--- config.mk ---
export PLATFORM = sky130hd
export DESIGN_NAME = bt_cmd_seq_flat
export DESIGN_NICKNAME = d
export VERILOG_FILES = /design/src/rtl/bt_pkg.sv /design/src/rtl/bt_cmd_seq_if.sv /design/src/rtl/bt_cmd_rom.sv /design/src/rtl/bt_cmd_seq.sv /design/src/flat_wrapper.sv
export SDC_FILE = /design/constraint.sdc
export NUM_CORES = 1
export LEC_CHECK = 0
export ABC_AREA = 1
export CORE_AREA = 2 2 95 97
export CTS_BUF_LIST = sky130_fd_sc_hd__clkbuf_16
export CTS_CLUSTER_DIAMETER = 40
export CTS_CLUSTER_SIZE = 12
export DETAILED_ROUTE_END_ITERATION = 8
export DIE_AREA = 0 0 97 99
export GPL_TIMING_DRIVEN = 0
export SYNTH_ARGS = -nofsm -noshare
export SYNTH_HDL_FRONTEND = slang
export SYNTH_HIERARCHICAL = 1
export SYNTH_SLANG_ARGS = --single-unit
--- constraint.sdc ---
create_clock -name clk -period 2.1 [get_ports clk]
set_input_delay 0.42 -clock clk [delete_from_list [all_inputs] [get_ports clk]]
set_output_delay 0.42 -clock clk [all_outputs]
set_load 0.005 [all_outputs]
--- src/rtl/bt_pkg.sv ---
// Shared types and command table for the RN-52 command sequencer.
// Latency: n/a (types, constants and a width helper only).
// Backpressure: n/a.
package bt_pkg;

  typedef enum logic [2:0] {PWRUP, ISSUE, WAIT, IDLE, FAULT} state_t;

  // One command ROM entry: byte address and byte count inside the snd_cmd ROM
  typedef struct packed {
    logic [7:0] start;
    logic [7:0] len;
  } cmd_ent_t;

  // Init commands first (sent in order), then one entry per button
  localparam int CMD_TBL_N = 4;
  localparam cmd_ent_t CMD_TBL [CMD_TBL_N] = '{
    '{start: 8'd0,  len: 8'd6},   // init 0
    '{start: 8'd6,  len: 8'd10},  // init 1
    '{start: 8'd16, len: 8'd4},   // btn0: next track
    '{start: 8'd20, len: 8'd10}   // btn1: previous track
  };

  // Counter width that still yields at least one bit for degenerate parameters
  function automatic int clog2_min1(input int v);
    return (v > 1) ? $clog2(v) : 1;
  endfunction

endpackage

--- src/rtl/bt_cmd_seq_if.sv ---
// Handshake bundle between the command sequencer and its environment (buttons, snd_cmd).
// Latency: n/a (wires only).
// Backpressure: none; resp_rcvd is the only return path from snd_cmd.
interface bt_cmd_seq_if #(
  parameter int NUM_BTN = 2,
  parameter int ADDR_W  = 5,
  parameter int LEN_W   = 4
);
  logic [NUM_BTN-1:0] btn_rel;
  logic               resp_rcvd;
  logic               send;
  logic [ADDR_W-1:0]  cmd_start;
  logic [LEN_W-1:0]   cmd_len;
  logic               cmd_n;
  logic               init_done;
  logic               busy;
  logic               err;

  modport master (
    input  btn_rel, resp_rcvd,
    output send, cmd_start, cmd_len, cmd_n, init_done, busy, err
  );

  modport slave (
    output btn_rel, resp_rcvd,
    input  send, cmd_start, cmd_len, cmd_n, init_done, busy, err
  );
endinterface

--- src/rtl/bt_cmd_rom.sv ---
// Combinational command-table lookup: idx -> {cmd_start, cmd_len}; unknown idx gives {0,0}.
// Latency: 0 cycles.
// Backpressure: none.
module bt_cmd_rom
  import bt_pkg::*;
#(
  parameter int IDX_W  = 2,
  parameter int ADDR_W = 5,
  parameter int LEN_W  = 4
) (
  input  logic [IDX_W-1:0]  idx,
  output logic [ADDR_W-1:0] cmd_start,
  output logic [LEN_W-1:0]  cmd_len
);

  // Table walk so an index past the table end falls through to zero
  always_comb begin
    cmd_start = '0;
    cmd_len   = '0;
    for (int i = 0; i < CMD_TBL_N; i++) begin
      if (int'(idx) == i) begin
        cmd_start = ADDR_W'(CMD_TBL[i].start);
        cmd_len   = LEN_W'(CMD_TBL[i].len);
      end
    end
  end

endmodule

--- src/rtl/bt_cmd_seq.sv ---
// RN-52 command sequencer: power-up delay, init commands, then one command per button release.
// Latency: btn_rel in IDLE -> send 2 clks later; response -> next init send 1 clk later.
// Backpressure: one command outstanding; presses merge in a pending mask until serviced.
module bt_cmd_seq
  import bt_pkg::*;
#(
  parameter int PWRUP_CYCLES   = 131071,
  parameter int NUM_INIT       = 2,
  parameter int NUM_BTN        = 2,
  parameter int ADDR_W         = 5,
  parameter int LEN_W          = 4,
  parameter int TIMEOUT_CYCLES = 1000000,
  parameter int MAX_RETRY      = 2
) (
  input logic          clk,
  input logic          rst,
  bt_cmd_seq_if.master bus
);

  localparam int PW_W  = clog2_min1(PWRUP_CYCLES);
  localparam int TM_W  = clog2_min1(TIMEOUT_CYCLES);
  localparam int RT_W  = clog2_min1(MAX_RETRY + 1);
  localparam int IDX_W = clog2_min1(NUM_INIT + NUM_BTN);

  state_t             state;
  logic [PW_W-1:0]    pwr_cnt;
  logic [TM_W-1:0]    timer;
  logic [RT_W-1:0]    retry;
  logic [IDX_W-1:0]   idx;
  logic [NUM_BTN-1:0] pend;

  logic [NUM_BTN-1:0] low_bit;
  logic [NUM_BTN-1:0] clr;
  logic [IDX_W-1:0]   low_idx;
  logic [IDX_W-1:0]   issue_idx;
  logic [ADDR_W-1:0]  rom_start;
  logic [LEN_W-1:0]   rom_len;
  logic               to_issue;
  logic               pwr_exp;
  logic               tmo;
  logic               more_init;
  logic               last_init;
  logic               can_retry;

  bt_cmd_rom #(.IDX_W(IDX_W), .ADDR_W(ADDR_W), .LEN_W(LEN_W)) u_rom (
    .idx       (issue_idx),
    .cmd_start (rom_start),
    .cmd_len   (rom_len)
  );

  // Decide whether the next clk is an ISSUE and which table entry it sends
  always_comb begin
    low_bit   = pend & (~pend + NUM_BTN'(1));
    low_idx   = '0;
    for (int i = NUM_BTN - 1; i >= 0; i--) begin
      if (pend[i]) low_idx = IDX_W'(NUM_INIT + i);
    end
    pwr_exp   = (pwr_cnt == PW_W'(PWRUP_CYCLES - 1));
    tmo       = (timer == TM_W'(TIMEOUT_CYCLES - 1));
    more_init = (int'(idx) < NUM_INIT - 1);
    last_init = (int'(idx) == NUM_INIT - 1);
    can_retry = (int'(retry) < MAX_RETRY);
    issue_idx = idx;
    to_issue  = 1'b0;
    clr       = '0;
    case (state)
      PWRUP: begin
        issue_idx = '0;
        to_issue  = pwr_exp;
      end
      WAIT: begin
        if (bus.resp_rcvd) begin
          if (more_init) begin
            issue_idx = idx + IDX_W'(1);
            to_issue  = 1'b1;
          end
        end else if (tmo && can_retry) begin
          to_issue = 1'b1;
        end
      end
      IDLE: begin
        if (|pend) begin
          issue_idx = low_idx;
          to_issue  = 1'b1;
          clr       = low_bit;
        end
      end
      default: ;
    endcase
  end

  // Sequencer state, counters, pending mask and registered outputs
  always_ff @(posedge clk) begin
    if (rst) begin
      state         <= PWRUP;
      pwr_cnt       <= '0;
      timer         <= '0;
      retry         <= '0;
      idx           <= '0;
      pend          <= '0;
      bus.send      <= 1'b0;
      bus.cmd_start <= '0;
      bus.cmd_len   <= '0;
      bus.cmd_n     <= 1'b1;
      bus.init_done <= 1'b0;
      bus.busy      <= 1'b0;
      bus.err       <= 1'b0;
    end else begin
      pend     <= (pend & ~clr) | bus.btn_rel;
      bus.send <= to_issue;
      case (state)
        PWRUP: begin
          if (pwr_exp) begin
            bus.cmd_n <= 1'b0;
            state     <= ISSUE;
          end else begin
            pwr_cnt <= pwr_cnt + PW_W'(1);
          end
        end
        ISSUE: begin
          timer <= '0;
          state <= WAIT;
        end
        WAIT: begin
          timer <= timer + TM_W'(1);
          if (bus.resp_rcvd) begin
            bus.busy <= 1'b0;
            retry    <= '0;
            if (more_init) begin
              state <= ISSUE;
            end else begin
              if (last_init) bus.init_done <= 1'b1;
              state <= IDLE;
            end
          end else if (tmo) begin
            if (can_retry) begin
              retry <= retry + RT_W'(1);
              state <= ISSUE;
            end else begin
              bus.err  <= 1'b1;
              bus.busy <= 1'b0;
              state    <= FAULT;
            end
          end
        end
        IDLE: begin
          if (|pend) state <= ISSUE;
        end
        FAULT: ;
        default: state <= FAULT;
      endcase
      // Entering ISSUE: latch the command so it is stable from send until the reply
      if (to_issue) begin
        idx           <= issue_idx;
        bus.cmd_start <= rom_start;
        bus.cmd_len   <= rom_len;
        bus.busy      <= 1'b1;
      end
    end
  end

endmodule

--- src/flat_wrapper.sv ---
// flat-port wrapper written by rule: the top's interface ports become plain ports
module bt_cmd_seq_flat import bt_pkg::*;
#(
  parameter int PWRUP_CYCLES   = 131071,
  parameter int NUM_INIT       = 2,
  parameter int NUM_BTN        = 2,
  parameter int ADDR_W         = 5,
  parameter int LEN_W          = 4,
  parameter int TIMEOUT_CYCLES = 1000000,
  parameter int MAX_RETRY      = 2
)
  (clk, rst, bus_btn_rel, bus_resp_rcvd, bus_send, bus_cmd_start, bus_cmd_len, bus_cmd_n, bus_init_done, bus_busy, bus_err);
  bt_cmd_seq_if #(.NUM_BTN(NUM_BTN), .ADDR_W(ADDR_W), .LEN_W(LEN_W)) bus_i ();
  input logic clk;
  input logic rst;
  input wire logic [$bits(bus_i.btn_rel)-1:0] bus_btn_rel;
  input wire logic [$bits(bus_i.resp_rcvd)-1:0] bus_resp_rcvd;
  output wire logic [$bits(bus_i.send)-1:0] bus_send;
  output wire logic [$bits(bus_i.cmd_start)-1:0] bus_cmd_start;
  output wire logic [$bits(bus_i.cmd_len)-1:0] bus_cmd_len;
  output wire logic [$bits(bus_i.cmd_n)-1:0] bus_cmd_n;
  output wire logic [$bits(bus_i.init_done)-1:0] bus_init_done;
  output wire logic [$bits(bus_i.busy)-1:0] bus_busy;
  output wire logic [$bits(bus_i.err)-1:0] bus_err;
  assign bus_i.btn_rel = bus_btn_rel;
  assign bus_i.resp_rcvd = bus_resp_rcvd;
  assign bus_send = bus_i.send;
  assign bus_cmd_start = bus_i.cmd_start;
  assign bus_cmd_len = bus_i.cmd_len;
  assign bus_cmd_n = bus_i.cmd_n;
  assign bus_init_done = bus_i.init_done;
  assign bus_busy = bus_i.busy;
  assign bus_err = bus_i.err;
  bt_cmd_seq #(.PWRUP_CYCLES(PWRUP_CYCLES), .NUM_INIT(NUM_INIT), .NUM_BTN(NUM_BTN), .ADDR_W(ADDR_W), .LEN_W(LEN_W), .TIMEOUT_CYCLES(TIMEOUT_CYCLES), .MAX_RETRY(MAX_RETRY)) u_core (.clk(clk), .rst(rst), .bus(bus_i));
endmodule
==> flow_summary.json, run 1 <==
{
  "status": "finished, final reports clean",
  "yosysMostFrequentCell": "nand2_1",
  "grt_pass1_vias": 3032,
  "critPathSlowestCell": "dfxtp_1",
  "area_delta_synth_final_pct": 17.81,
  "cts_hold_buf": 0,
  "cellPowerDensity_nw_per_um2": 884.9,
  "endpoint_kind": "flip-flop",
  "cpMostUsedCell": "buf_4",
  "numPortBuffers": 18,
  "clk_pin_slew_ns": 0.06,
  "vias": 3274,
  "antenna-diode-count": 0,
  "dieArea_um2": 9603,
  "hold_class": "reg2reg",
  "fin_hold_ws_ns": 0.4399,
  "worstPathMaxFanout": 10,
  "postRouteAntennaNets": 0,
  "crit_start": "u_core/state[0]$_SDFFE_PP0P_",
  "post-cts-setup-buffer-count": 0,
  "net-switching-power_mw": 1.089,
  "cts.sinks": 60,
  "cts_tree": "yes",
  "synth-async-reset-ratio_pct": 0,
  "p_comb_share_pct": 23.6,
  "grt_use_total_pct": 18.10,
  "whs_endpoint": "u_core/bus.cmd_n$_SDFFE_PP1P_",
  "antenna_found_initial": 0,
  "crit_chain": "nor2_1 -> nand2_1 -> buf_4 -> inv_2 -> buf_4 -> o211ai_1 -> o311ai_2 -> clkbuf_1 -> buf_4 -> a21oi_1 -> nor2_1",
  "setup_viol": 0,
  "pin_count": 19,
  "timing.fmax_ghz": 0.5196,
  "ys.flop_type": "dfxtp_1",
  "setup_tns_ns": 0,
  "reg2reg_depth": 11,
  "max_slew_margin_pct": 57.93,
  "yosys.area.top_type": "dfxtp_1",
  "path_class": "reg2reg",
  "final_max_slew_viol_count": 0,
  "drt_wl_total_um": 8281,
  "power_leakage_nw": 1.627,
  "rsz0062_at_grt": "no",
  "netlist_area_um2": 3401,
  "first_iter_violations": 123,
  "yosys-top-cells-count": "135 x nand2_1, 69 x nor2_1, 60 x dfxtp_1",
  "layout.nets": 563,
  "max_stage_delay_ns": 0.44,
  "ys_seq_area_share_pct": 35.32,
  "startpoint_type": "flip-flop",
  "grt_overflow": 0,
  "cts-buffers-inserted": 9,
  "fin_crit_sh_pct": 91.65,
  "dp_hpwl_um": 5919,
  "cts-root-buf": "clkbuf_16",
  "synth_warnings": 6,
  "gp_congestion": 0.8717,
  "die_h_um": 99,
  "fin_skew_ns": 0.009583,
  "p_total_mw": 3.545,
  "rr_startpoint": "u_core/state[0]$_SDFFE_PP0P_",
  "clock_path_buffers": 2,
  "critPathTopFamily": "buffers and inverters",
  "internal_power_mw": 2.456,
  "grt_pass1_wl_um": 14140,
  "cap_viol_max_count": 0,
  "clk_latency_ns": 0.33,
  "synth_edf_count": 0,
  "pwr-share-clk_pct": 38.9,
  "wl_per_cell_um": 12.47,
  "ys_top_cells_by_area": "dfxtp_1 35%, nand2_1 15%, nor2_1 7.6%",
  "coreArea_um2": 8551,
  "die_x_um": 97,
  "viasPerCell": 4.931,
  "critPathRequiredTime_ns": 2.31,
  "drc": 0,
  "synth.distinct_cells": 37,
  "whs_path_depth": 2,
  "postSynthCellCount": 521,
  "first_pass_iters": 5,
  "row_count": 34,
  "grt_start_max_net_pins": 11,
  "tightestPinTransition_ns": 0.6311,
  "ir_drop_mv": 0.5063,
  "worst_r2r_endpoint": "u_core/bus.cmd_start[2]$_SDFFE_PP0P_",
  "worst-path-buf-inv": 5,
  "finalHoldViolations": 0,
  "r2r_slack_ns": 0.18,
  "swShare_pct": 30.72,
  "synth_top_area_share_pct": 35.32,
  "layout-drive-gt1-share_pct": 9.173,
  "seq_power_share_pct": 37.4,
  "cts_max_level": 3,
  "avgSynthCellArea_um2": 6.527,
  "place_inst": 649,
  "cp.arrival_ns": 2.14,
  "period_minus_slack_ns": 1.925,
  "final_cells": 664,
  "start_util_pct": 39.77,
  "hp-start": "u_core/bus.cmd_n$_SDFFE_PP1P_",
  "ys_ff_latch": 60
}
[routing by layer]
layer | vias up | global-route usage, % | wire length (um)
met5 | - | 0 | 0
met1 | 1475 | 22.81 | 3999
met4 | 0 | 6.501 | 124
li1 | 1735 | - | -
met3 | 11 | 4.823 | 351
met2 | 53 | 29.97 | 3806
[power by group through the flow]
| stage | clock, mW | combinational (mW) | sequential [mW] |
|---|---|---|---|
| 2_1_floorplan | 0 | 0.562 | 1.34 |
| 4_1_cts | 1.41 | 0.842 | 1.33 |
| 3_3_place_gp | 0 | 0.826 | 1.35 |
| 3_5_place_dp | 0 | 0.834 | 1.35 |
| 6_report | 1.38 | 0.838 | 1.33 |
| 5_1_grt | 1.46 | 0.941 | 1.34 |
[sequential cells by signal, indices dropped and copies added (netlist names)]
signal / count
u_core/timer: 20
u_core/pwr_cnt: 17
u_core/bus.cmd_start: 5
u_core/bus.cmd_len: 4
u_core/state: 3
u_core/idx: 2
u_core/pend: 2
u_core/retry: 2
u_core/bus.busy: 1
u_core/bus.cmd_n: 1
u_core/bus.err: 1
u_core/bus.init_done: 1
u_core/bus.send: 1
[through the flow]
stage / worst slack [ns] / util (%) / cell area, um2
global route: 0.02589 / 46.85 / 4006
global placement: -0.01308 / 43.55 / 3724
CTS: 0.1379 / 46.77 / 3999
finish: 0.1753 / 46.85 / 4006
floorplan: 0.3616 / - / 3408
detailed placement: -0.06395 / 43.55 / 3724
[cell type report]
class | count | area (um2)
Multi-Input combinational cell | 382 | 1839
Clock inverter | 6 | 50.05
Fill cell | 856 | 4544
Clock buffer | 9 | 225.2
Timing Repair Buffer | 18 | 180.2
Buffer | 22 | 153.9
Sequential cell | 60 | 1201
Tap cell | 108 | 135.1
Inverter | 59 | 221.5
[worst max path at each step]
stage | endpoint | slack [ns] | cells past startpoint
after floorplan | u_core/bus.cmd_start[2]$_SDFFE_PP0P_ | 0.36 | 10
after global placement | u_core/pwr_cnt[13]$_SDFFE_PP0P_ | -0.01 | 4
after detailed placement | u_core/pwr_cnt[12]$_SDFFE_PP0P_ | -0.06 | 4
after CTS | u_core/bus.cmd_start[2]$_SDFFE_PP0P_ | 0.14 | 10
after global routing | u_core/bus.cmd_start[2]$_SDFFE_PP0P_ | 0.03 | 11
final | u_core/bus.cmd_start[2]$_SDFFE_PP0P_ | 0.18 | 11
[logic make-up after synthesis]
| logic type | after synthesis | share of synthesized area [%] |
|---|---|---|
| buffers and inverters | 81 | 11.04 |
| adders and majority gates | 6 | 2.207 |
| xor gates and xnor gates | 7 | 1.803 |
| AOI/OAI and AO/OA | 75 | 11.81 |
| and+or+nand+nor | 291 | 37.71 |
| other | 1 | 0.1103 |
| DFF | 60 | 35.32 |
[worst reg2reg max path, stage by stage, from the launching register on]
cell and delay (ns):
dfxtp_1 0.44, nor2_1 0.10, nand2_1 0.09, buf_4 0.19, inv_2 0.06, buf_4 0.17
o211ai_1 0.13, o311ai_2 0.19, clkbuf_1 0.14, buf_4 0.12, a21oi_1 0.11, nor2_1 0.06
[cell usage in the layout, fill, tap and decap left out, types with 9 or more instances in the layout]
master           netlist  routed
o21ai_0               16      16
nand4_1               11      11
dfxtp_1               60      60
inv_1                 54      57
nor2_1                69      69
clkdlybuf4s50_1        0      18
nand3_1               45      45
nand2_1              135     135
a21oi_1               48      48
clkbuf_16              0       9
nor3_1                10      10
[what timing repair did]
action | 4_1_cts | 5_1_grt
endpoints found under the setup margin | 1 | 1
pin swaps | 0 | 0
resized for setup | 1 | 1
cloned | 0 | 0
Note: power is estimated with default switching activity, not from simulation.
==> inputs of run 2 (changes only) <==
--- a/config.mk
+++ b/config.mk
@@ -12,7 +12,9 @@
 export CTS_CLUSTER_SIZE = 12
 export DETAILED_ROUTE_END_ITERATION = 8
 export DIE_AREA = 0 0 97 99
+export GPL_ROUTABILITY_DRIVEN = 0
 export GPL_TIMING_DRIVEN = 0
+export SETUP_SLACK_MARGIN = 0.3
 export SYNTH_ARGS = -nofsm -noshare
 export SYNTH_HDL_FRONTEND = slang
 export SYNTH_HIERARCHICAL = 1
==> flow_summary.json, run 2 (same netlist as run 1, synthesis figures left out) <==
{
  "status": "finished, final reports clean",
  "clk_pin_slew_ns": 0.05,
  "cts.sinks": 60,
  "utilization_pct": 48.35,
  "ir_drop_mv": 0.5046,
  "grt_pass1_wl_um": 14150,
  "place_inst": 649,
  "startpoint_type": "flip-flop",
  "dieArea_um2": 9603,
  "top_layer": "met4",
  "area_delta_synth_final_pct": 21.56,
  "first_pass_iters": 4,
  "whs_endpoint": "u_core/bus.cmd_n$_SDFFE_PP1P_",
  "met1Wirelength_um": 3998,
  "timing.fmax_ghz": 0.5837,
  "rr_startpoint": "u_core/state[0]$_SDFFE_PP0P_",
  "tightestPinTransition_ns": 0.6539,
  "antenna_found_initial": 0,
  "final_max_slew_viol_count": 0,
  "layout.nets": 572,
  "max_stage_delay_ns": 0.36,
  "grt_pass1_vias": 3035,
  "crit_chain": "nor2_2 -> nand2_1 -> buf_6 -> inv_2 -> buf_4 -> o211ai_1 -> o311ai_2 -> buf_2 -> buf_4 -> a21oi_1 -> nor2_1",
  "met2_length_um": 3931,
  "seq_area_um2": 1210,
  "drc": 0,
  "most-common-layout-cells": "134 x nand2_1, 66 x nor2_1, 56 x inv_1",
  "grt_start_max_net_pins": 11,
  "worst_r2r_endpoint": "u_core/bus.cmd_start[2]$_SDFFE_PP0P_",
  "dp_hpwl_um": 5919,
  "placed_area_um2": 3724,
  "path_class": "reg2reg",
  "largest_register_ffs": 20,
  "finalHoldViolations": 0,
  "clock_path_buffers": 2,
  "wl_per_cell_um": 12.58,
  "coreArea_um2": 8551,
  "fin_crit_sh_pct": 81.58,
  "multi_input_area_um2": 1874,
  "cts-buffers-inserted": 9,
  "die_h_um": 99,
  "vias": 3306,
  "wl_met3_um": 383,
  "grt_overflow": 0,
  "cts_max_level": 3,
  "layout_commonest_cell": "nand2_1",
  "top_register": "u_core/timer",
  "postRouteAntennaNets": 0,
  "rsz0062_at_grt": "no",
  "cp.arrival_ns": 1.92,
  "setup_viol": 0,
  "grt_use_total_pct": 18.11,
  "hp-start": "u_core/bus.cmd_n$_SDFFE_PP1P_",
  "viasPerCell": 4.912,
  "fin_area_um2": 4134,
  "cpMostUsedCell": "buf_4",
  "cts_tree": "yes",
  "critPathRequiredTime_ns": 2.31,
  "power_leakage_nw": 1.683,
  "fin_hold_ws_ns": 0.4399,
  "hold_class": "reg2reg",
  "start_util_pct": 39.77,
  "period_minus_slack_ns": 1.713,
  "critPathSlowestCell": "dfxtp_4",
  "endpoint_kind": "flip-flop",
  "reg2reg_depth": 11,
  "antenna-diode-count": 0,
  "fin_skew_ns": 0.009344,
  "worst-path-buf-inv": 5,
  "row_count": 34,
  "largestRegisters": "u_core/timer x20, u_core/pwr_cnt x17, u_core/bus.cmd_start x5",
  "cap_viol_max_count": 0,
  "cts-root-buf": "clkbuf_16",
  "max_slew_margin_pct": 56.41,
  "nFillCells": 838,
  "cellPowerDensity_nw_per_um2": 886.5,
  "final_cells": 673,
  "r2r_slack_ns": 0.39,
  "clk_latency_ns": 0.32,
  "pin_count": 19,
  "worstPathMaxFanout": 10,
  "numPortBuffers": 18,
  "layout-drive-gt1-share_pct": 13.27,
  "whs_path_depth": 2,
  "critPathTopFamily": "buffers and inverters",
  "die_x_um": 97,
  "first_iter_violations": 125,
  "drt_wl_total_um": 8469
}
run 2: tightest hold or removal path, delay by kind of cell, from the launching register on:
kind | cells | cell delay (ns)
AND/OR/NAND/NOR | 2 | 0.09
flip-flops | 1 | 0.32
run 2: layout make-up:
| cell class | count | share of cell area (%) |
|---|---|---|
| clock buffers | 9 | 5.448 |
| flip-flops and latches | 60 | 29.27 |
| repair inverters | 1 | 0.1816 |
| multi-input cells | 382 | 45.34 |
| plain buffers | 22 | 4.025 |
| inverters | 59 | 5.448 |
| clock inverters | 6 | 1.211 |
| repair buffers | 26 | 5.811 |
| well taps | 108 | 3.269 |
run 2: worst max-delay path by stage:
stage,slack [ns],end,depth (start not counted),start
floorplan,0.36,u_core/bus.cmd_start[2]$_SDFFE_PP0P_,10,u_core/state[0]$_SDFFE_PP0P_
global placement,-0.01,u_core/pwr_cnt[13]$_SDFFE_PP0P_,4,rst
detailed placement,-0.06,u_core/pwr_cnt[12]$_SDFFE_PP0P_,4,rst
CTS,0.29,u_core/bus.cmd_start[2]$_SDFFE_PP0P_,11,u_core/state[0]$_SDFFE_PP0P_
global route,0.29,u_core/bus.cmd_start[2]$_SDFFE_PP0P_,11,u_core/state[0]$_SDFFE_PP0P_
finish,0.39,u_core/bus.cmd_start[2]$_SDFFE_PP0P_,11,u_core/state[0]$_SDFFE_PP0P_
run 2: power breakdown:
group	internal (mW)	switching (mW)
combinational	0.391	0.565
clock	0.890	0.487
sequential	1.25	0.0841
total	2.53	1.14
run 2: metal layers:
metal  track usage [%]  up-vias
met4             6.501        0
li1                  -     1744
met3             4.823       12
met5                 0        -
met2             29.97       60
met1             22.85     1490
run 2: repair_timing:
item | in CTS | in global routing
pin swaps | 0 | 5
hold buffers | 0 | 0
gates cloned | 0 | 1
setup buffers | 0 | 8
resized for setup | 5 | 25
hold endpoints to repair | 0 | 0
setup endpoints to repair | 9 | 28
run 2: through the flow:
stage | total power [mW] | setup WS, ns | TNS [ns]
2_1_floorplan | 1.898 | 0.3616 | 0
3_3_place_gp | 2.172 | -0.01308 | -0.09632
3_5_place_dp | 2.181 | -0.06395 | -0.3551
4_1_cts | 3.586 | 0.2880 | 0
5_1_grt | 3.869 | 0.2915 | 0
6_report | 3.665 | 0.3868 | 0
